## src/rtl/ascon_pkg.sv

```systemverilog
// rtl/ascon_pkg.sv - shared state type, round constants and helpers for the ASCON permutation
package ascon_pkg;

  typedef struct packed {
    logic [63:0] x0;
    logic [63:0] x1;
    logic [63:0] x2;
    logic [63:0] x3;
    logic [63:0] x4;
  } ascon_state_t;

  localparam logic [7:0] ASCON_RC [0:11] = '{
    8'hf0, 8'he1, 8'hd2, 8'hc3, 8'hb4, 8'ha5,
    8'h96, 8'h87, 8'h78, 8'h69, 8'h5a, 8'h4b
  };

  localparam logic [1:0] ST_IDLE = 2'd0;
  localparam logic [1:0] ST_RUN  = 2'd1;
  localparam logic [1:0] ST_DONE = 2'd2;

  typedef enum logic [1:0] {
    IDLE = ST_IDLE,
    RUN  = ST_RUN,
    DONE = ST_DONE
  } perm_state_e;

  localparam logic [3:0] ROUNDS_A  = 4'd12;
  localparam logic [3:0] ROUNDS_B6 = 4'd6;
  localparam logic [3:0] ROUNDS_B8 = 4'd8;

  function automatic logic [63:0] ror64(input logic [63:0] x, input int unsigned r);
    logic [127:0] d;
    d = {x, x} >> r;
    return d[63:0];
  endfunction

  // Indices past the table yield a zero constant rather than an X.
  function automatic logic [7:0] rc_at(input logic [3:0] idx);
    return (idx < 4'd12) ? ASCON_RC[idx] : 8'h00;
  endfunction

  function automatic logic [3:0] legal_rounds(input logic [3:0] r);
    case (r)
      ROUNDS_B6, ROUNDS_B8: return r;
      default:              return ROUNDS_A;
    endcase
  endfunction

endpackage

```

## src/rtl/ascon_round.sv

```systemverilog
// rtl/ascon_round.sv - one combinational ASCON round: constant add, bitsliced S-box, linear layer
module ascon_round
  import ascon_pkg::*;
(
  input  ascon_state_t state,
  input  logic [7:0]   rc,
  output ascon_state_t result
);

  logic [63:0] a0, a1, a2, a3, a4;
  logic [63:0] b0, b1, b2, b3, b4;
  logic [63:0] s0, s1, s2, s3, s4;

  always_comb begin
    // Constant addition folded into the S-box input mixing.
    a0 = state.x0 ^ state.x4;
    a1 = state.x1;
    a2 = state.x2 ^ {56'd0, rc} ^ state.x1;
    a3 = state.x3;
    a4 = state.x4 ^ state.x3;

    b0 = a0 ^ (~a1 & a2);
    b1 = a1 ^ (~a2 & a3);
    b2 = a2 ^ (~a3 & a4);
    b3 = a3 ^ (~a4 & a0);
    b4 = a4 ^ (~a0 & a1);

    s0 = b0 ^ b4;
    s1 = b1 ^ b0;
    s2 = ~b2;
    s3 = b3 ^ b2;
    s4 = b4;
  end

  assign result = '{
    x0: s0 ^ ror64(s0, 19) ^ ror64(s0, 28),
    x1: s1 ^ ror64(s1, 61) ^ ror64(s1, 39),
    x2: s2 ^ ror64(s2, 1)  ^ ror64(s2, 6),
    x3: s3 ^ ror64(s3, 10) ^ ror64(s3, 17),
    x4: s4 ^ ror64(s4, 7)  ^ ror64(s4, 41)
  };

endmodule

```

## src/rtl/ascon_perm_iter.sv

```systemverilog
// rtl/ascon_perm_iter.sv - iterative handshaked ASCON p^a/p^b engine; ASCON_PERM_UNROLL2_EN chains two rounds per cycle
module ascon_perm_iter
  import ascon_pkg::*;
#(
  parameter int MAX_ROUNDS = 12
) (
  input  logic        clk,
  input  logic        rst_n,
  input  logic        in_valid,
  output logic        in_ready,
  input  logic [63:0] in_x0,
  input  logic [63:0] in_x1,
  input  logic [63:0] in_x2,
  input  logic [63:0] in_x3,
  input  logic [63:0] in_x4,
  input  logic [3:0]  in_rounds,
  output logic        out_valid,
  input  logic        out_ready,
  output logic [63:0] out_x0,
  output logic [63:0] out_x1,
  output logic [63:0] out_x2,
  output logic [63:0] out_x3,
  output logic [63:0] out_x4,
  output logic        busy
);

  localparam logic [3:0] LAST_IDX = 4'(MAX_ROUNDS - 1);

  perm_state_e  st, st_nx;
  ascon_state_t s_q, s_nx, step, r1;
  logic [3:0]   rc_idx, rc_nx;
  logic [7:0]   rc0;
  logic         last;

  assign rc0 = rc_at(rc_idx);

  ascon_round u_round0 (.state(s_q), .rc(rc0), .result(r1));

`ifdef ASCON_PERM_UNROLL2_EN
  localparam logic [3:0] RC_STEP = 4'd2;
  ascon_state_t r2;
  logic [7:0]   rc1;
  assign rc1 = rc_at(rc_idx + 4'd1);
  ascon_round u_round1 (.state(r1), .rc(rc1), .result(r2));
  assign step = r2;
  // Legal round counts are even, so the pair ending on the last constant starts one below it.
  assign last = (rc_idx == LAST_IDX - 4'd1);
`else
  localparam logic [3:0] RC_STEP = 4'd1;
  assign step = r1;
  assign last = (rc_idx == LAST_IDX);
`endif

  always_ff @(posedge clk or negedge rst_n) begin
    if (!rst_n) begin
      st     <= IDLE;
      s_q    <= '0;
      rc_idx <= 4'd0;
    end else begin
      st     <= st_nx;
      s_q    <= s_nx;
      rc_idx <= rc_nx;
    end
  end

  always_comb begin
    st_nx = st;
    s_nx  = s_q;
    rc_nx = rc_idx;
    case (st)
      IDLE: begin
        if (in_valid) begin
          s_nx  = '{x0: in_x0, x1: in_x1, x2: in_x2, x3: in_x3, x4: in_x4};
          rc_nx = 4'(MAX_ROUNDS) - legal_rounds(in_rounds);
          st_nx = RUN;
        end
      end
      RUN: begin
        s_nx  = step;
        rc_nx = rc_idx + RC_STEP;
        if (last) st_nx = DONE;
      end
      DONE: begin
        if (out_ready) st_nx = IDLE;
      end
      default: st_nx = IDLE;
    endcase
  end

  // The state register doubles as the output holding register between jobs.
  assign in_ready  = (st == IDLE);
  assign out_valid = (st == DONE);
  assign busy      = (st != IDLE);
  assign out_x0    = s_q.x0;
  assign out_x1    = s_q.x1;
  assign out_x2    = s_q.x2;
  assign out_x3    = s_q.x3;
  assign out_x4    = s_q.x4;

endmodule
```

## config.mk

```make
export PLATFORM = sky130hd
export DESIGN_NAME = ascon_perm_iter
export DESIGN_NICKNAME = d
export VERILOG_FILES = /design/src/rtl/ascon_pkg.sv /design/src/rtl/ascon_round.sv /design/src/rtl/ascon_perm_iter.sv
export SDC_FILE = /design/constraint.sdc
export NUM_CORES = 2
export LEC_CHECK = 0
export BUFFER_PORTS_ARGS = -buffer_cell sky130_fd_sc_hd__buf_2
export CAP_MARGIN = 20
export CORE_ASPECT_RATIO = 1.2
export CORE_UTILIZATION = 35
export DETAILED_ROUTE_END_ITERATION = 10
export HOLD_SLACK_MARGIN = 0.1
export PLACE_DENSITY_LB_ADDON = 0.3
export SYNTH_ARGS = -nofsm -noshare
export SYNTH_HDL_FRONTEND = slang
export SYNTH_SLANG_ARGS = --single-unit
```

## constraint.sdc

```tcl
create_clock -name clk -period 3.8 [get_ports clk]
set_input_delay 0.19 -clock clk [delete_from_list [all_inputs] [get_ports clk]]
set_output_delay 0.19 -clock clk [all_outputs]
set_load 0.03 [all_outputs]
```

==> results by stage <==
Outcome:
- The flow ran to the end, and the final reports show no timing, DRC or antenna violations.

Worst setup path:
- The worst setup path is captured at a flop.
- The largest fanout on the critical path is 10.
- The critical path goes through a21boi_2, xor2_1, ha_1, xnor2_1, buf_4, xnor2_1, xnor2_1, xnor2_1, a21oi_1.
- The startpoint of the worst-slack reg-to-reg timing path is rc_idx[2].
- The category of the critical setup timing path is flop to flop.
- The largest individual stage delay along the critical path comes from the cell sky130_fd_sc_hd__xnor2_1.
- The data arrival time at the worst-slack endpoint is 3.68 ns.
- The startpoint of the most critical setup path is rc_idx[2].
- Counting stages on the worst path, the most repeated cell is sky130_fd_sc_hd__xnor2_1.
- The worst stage delay on the critical path is 0.90 ns.
- At the worst endpoint, the required time is 4.30 ns.
- The critical path launch point type is a flop.

Cells and area:
- After the last flow step, the layout net total stands at 4802.
- Across the whole layout, storage elements account for between 0.008 and 0.009 mm^2.
- The total area of multi-input combinational cells is 0.02009 mm^2.
- The fill cell total of the finished layout is 8194.
- Cells with a size suffix above 1 make up 21.31% of the layout.
- The area overhead of the layout relative to synthesis is 34.97%.
- The total non-filler cell area in the finished layout is around 0.040 mm^2.

Routing:
- Once detail routing completed, the nets flagged for antenna violations numbered 0.
- The average vias per placed instance is 5.654.
- The final routed wirelength across all metal layers is 175200 um.
- After detailed routing, the average wire length per cell comes to 31.86 um.
- The overall via count from detail_route is just over 30000.
- The first detailed-routing pass took 6 iterations.
- The final routed DRC violation total is 0.
- In this run, the number of DRC markers left after iteration 0 of detailed routing was 3581.

STA:
- The number of pins with negative max-slew slack in the final report was 0.
- Static timing analysis puts the maximum clock frequency at 313.8 MHz.
- Setup violations remaining at the end of the flow were counted as 0.
- The worst slew margin relative to its limit is between 10% and 20%.
- The worst-case hold slack is 0.1315 ns.
- The clock arrives with 0.01843 ns of skew.
- The final period utilization is 83.87%.
- Summed over all failing endpoints, the final setup total negative slack is 0 ns.
- Setup repair after global routing left no endpoint under its margin.
- The final number of hold-violating endpoints came to 0.
- The worst path needs 3.187 ns of the cycle, external delays included.
- For the pin with the worst max-slew slack, the measured transition is 1.286 ns.

Floorplan:
- The die covers 0.08512 mm^2.
- The die boundary width is 266.5 um.
- Row generation in the floorplan step produced approximately 120 rows.
- The die is around 320 um tall.
- In this run the count of I/O pins placed on the die edge is 651.
- The core box area is approximately 0.083 mm^2.
- Once the floorplan was initialized, standard cells occupied 35.27% of the core.

Global route:
- In the global route stage, met1 resource usage came out at 47.98%.
- In this run the most used layer during global routing was met2.
- In the global route stage, met3 resource usage came out at 9.791%.
- The number of global-route vias before repair is 30344.
- The global-route wire length before repair is 237900 um.
- The total overflow left after global routing is 0.
- The fraction of met2 tracks used by global routing is 62.05%.
- The number of antenna violations at the first check in global routing was 3.
- Across every metal layer, demand over resource in global routing totals around two fifths.
- Entering global routing, the biggest net connects 104 pins.

Logic synthesis:
- The synthesized design contains 0 enable-type register cells.
- Synthesis produced a netlist whose cell count is 3303.
- The share of flip-flops with an asynchronous set or reset after synthesis is 100.0%.
- Among all flip-flop cells after synthesis, the most frequent one is sky130_fd_sc_hd__dfrtp_1.
- The synthesized netlist contains 53 unique library cells.
- Sorting the synthesized cells by how often they occur yields sky130_fd_sc_hd__xnor2_1, sky130_fd_sc_hd__dfrtp_1, sky130_fd_sc_hd__xor2_1.
- The number of nets produced by synthesis is about 3800.
- By area, the combinational part of the netlist is dominated by XOR/XNOR gates.
- The fraction of the mapped netlist area in adder cells is 6.558%.
- The flip-flop and latch count after synthesis is approximately 330.
- The portion of synthesized area spent on multiplexers is 0.2470%.
- Sequential cells were found to cover 27.76% of the synthesized design area.
- The compound-gate portion of the synthesized area is around 16%.
- The number of warning messages in the yosys log is 0.
- Summed over its instances, the top area cell type makes up 27.76% of the synthesized netlist area.
- The most instantiated library cell after synthesis is sky130_fd_sc_hd__xnor2_1.
- The simple-gate portion of the synthesized area is 8.325%.
- A synthesized cell averages 8.896 um^2.
- By area the synthesized netlist is led by sky130_fd_sc_hd__dfrtp_1, sky130_fd_sc_hd__xnor2_1, sky130_fd_sc_hd__xor2_1, sky130_fd_sc_hd__xnor3_1, sky130_fd_sc_hd__ha_1.
- The cell area that synthesis handed to floorplanning was approximately 0.03 mm^2.
- After Yosys synthesis, XOR and XNOR cells account for 36.78% of the synthesized area.
- The largest total area in the synthesized netlist belongs to sky130_fd_sc_hd__dfrtp_1.

Placed design:
- At the end of routability-driven placement, the weighted congestion stood at 1.108.
- The number of buffer cells added on primary ports is 650.
- The wire-length estimate of the detail-placed layout is 139400 um.
- The post-placement cell area is 0.03508 mm^2.

Hold path:
- The tightest min-delay check is of the input port to flop type.
- In this run the most critical hold path is launched from in_x4[35].

Clock network:
- Clock latency on the worst-skew pair, taken at its later pin, is 0.62 ns.
- The number of resized instances in the post-cts repair step is 0.
- The total number of clock tree sinks is 326.
- The largest buffer count on any clock path is 3.
- After clock tree synthesis, the clock-pin slew on the worst setup and hold paths is roughly 0.07 ns.
- The TritonCTS clock tree is done.
- The total of hold buffers inserted after clock tree synthesis is 312.
- The total CTS buffers is 43.
- The root cell of the clock tree is sky130_fd_sc_hd__clkbuf_16.
- In this run the number of H-tree levels came out at 2.
- The post-CTS setup buffer count is 0.

Run:
- The number of max-cap violations is 0.
==> per-layer routing <==
layer	vias up	wire length, um
met5	-	31
met4	4	16830
met3	614	17060
met2	2097	77070
met1	15163	64230
li1	13218	-
==> metrics by stage <==
step | setup slack [ns] | utilization [%] | cells
floorplan | 1.395 | - | 3303
global placement | 0.7499 | 42.09 | 5104
detailed placement | 0.7725 | 42.11 | 5105
CTS | 0.6895 | 47.57 | 5496
global route | 0.5926 | 47.60 | 5500
finish | 0.6128 | 47.60 | 5500
==> kinds of logic after synthesis <==
kind of cell             Yosys count
AND/OR/NAND/NOR                  628
flip-flops                       326
other                              1
multiplexers                       6
adder cells (fa/ha/maj)          160
AO/OA/AOI/OAI                    806
XOR/XNOR                        1061
buffers and inverters            315
==> sequential cells by signal (all words and copies together) (netlist names) <==
| name | flops |
|---|---|
| st | 2 |
| out_x3 | 64 |
| out_x1 | 64 |
| out_x0 | 64 |
| rc_idx | 4 |
| out_x2 | 64 |
| out_x4 | 64 |
==> critical path, delay by kind of cell, from the launching register on <==
family / cells / cell delay, ns
xor+xnor: 5 / 1.75
buf+inv: 1 / 0.18
flops: 1 / 0.54
compound gates: 2 / 0.29
fa+ha+maj: 1 / 0.31
==> final timing paths <==
| kind | endpoint | slack, ns | depth (start not counted) |
|---|---|---|---|
| max | out_x3[1] | 0.61 | 9 |
| min | out_x4[35] | 0.13 | 4 |
| max reg2reg | out_x3[1] | 0.61 | 9 |
| min reg2reg | out_x2[17] | 0.57 | 2 |
| max in group asynchronous | out_x2[53] | 2.61 | 3 |
| min in group asynchronous | out_x1[40] | 0.24 | 2 |
==> cell usage in the layout (no fill, tap or decap), drive strengths merged, types with 30 or more instances in the layout <==
master       netlist  routed
buf               25     835
xnor2            632     632
xor2             327     327
dfrtp            326     326
dlygate4sd3        0     312
a21oi            302     302
nor2             298     298
nand2            297     297
o21ai            238     238
inv              163     163
ha               130     130
xnor3             92      92
o22ai             79      79
o22a              72      72
clkbuf           126      68
a32oi             47      47
maj3              30      30
==> area by class of cell <==
class	instances	area share, %
Sequential cell	326	20.58
Tap cell	1121	3.537
Antenna cell	1	0.006310
Clock inverter	11	0.2461
Multi-Input combinational cell	2662	50.65
Inverter	164	1.552
Clock buffer	68	3.360
Timing Repair Buffer	1147	20.06
Power is not shown: default switching activity piles up to over one toggle a cycle in this logic, so the estimate is an artifact.
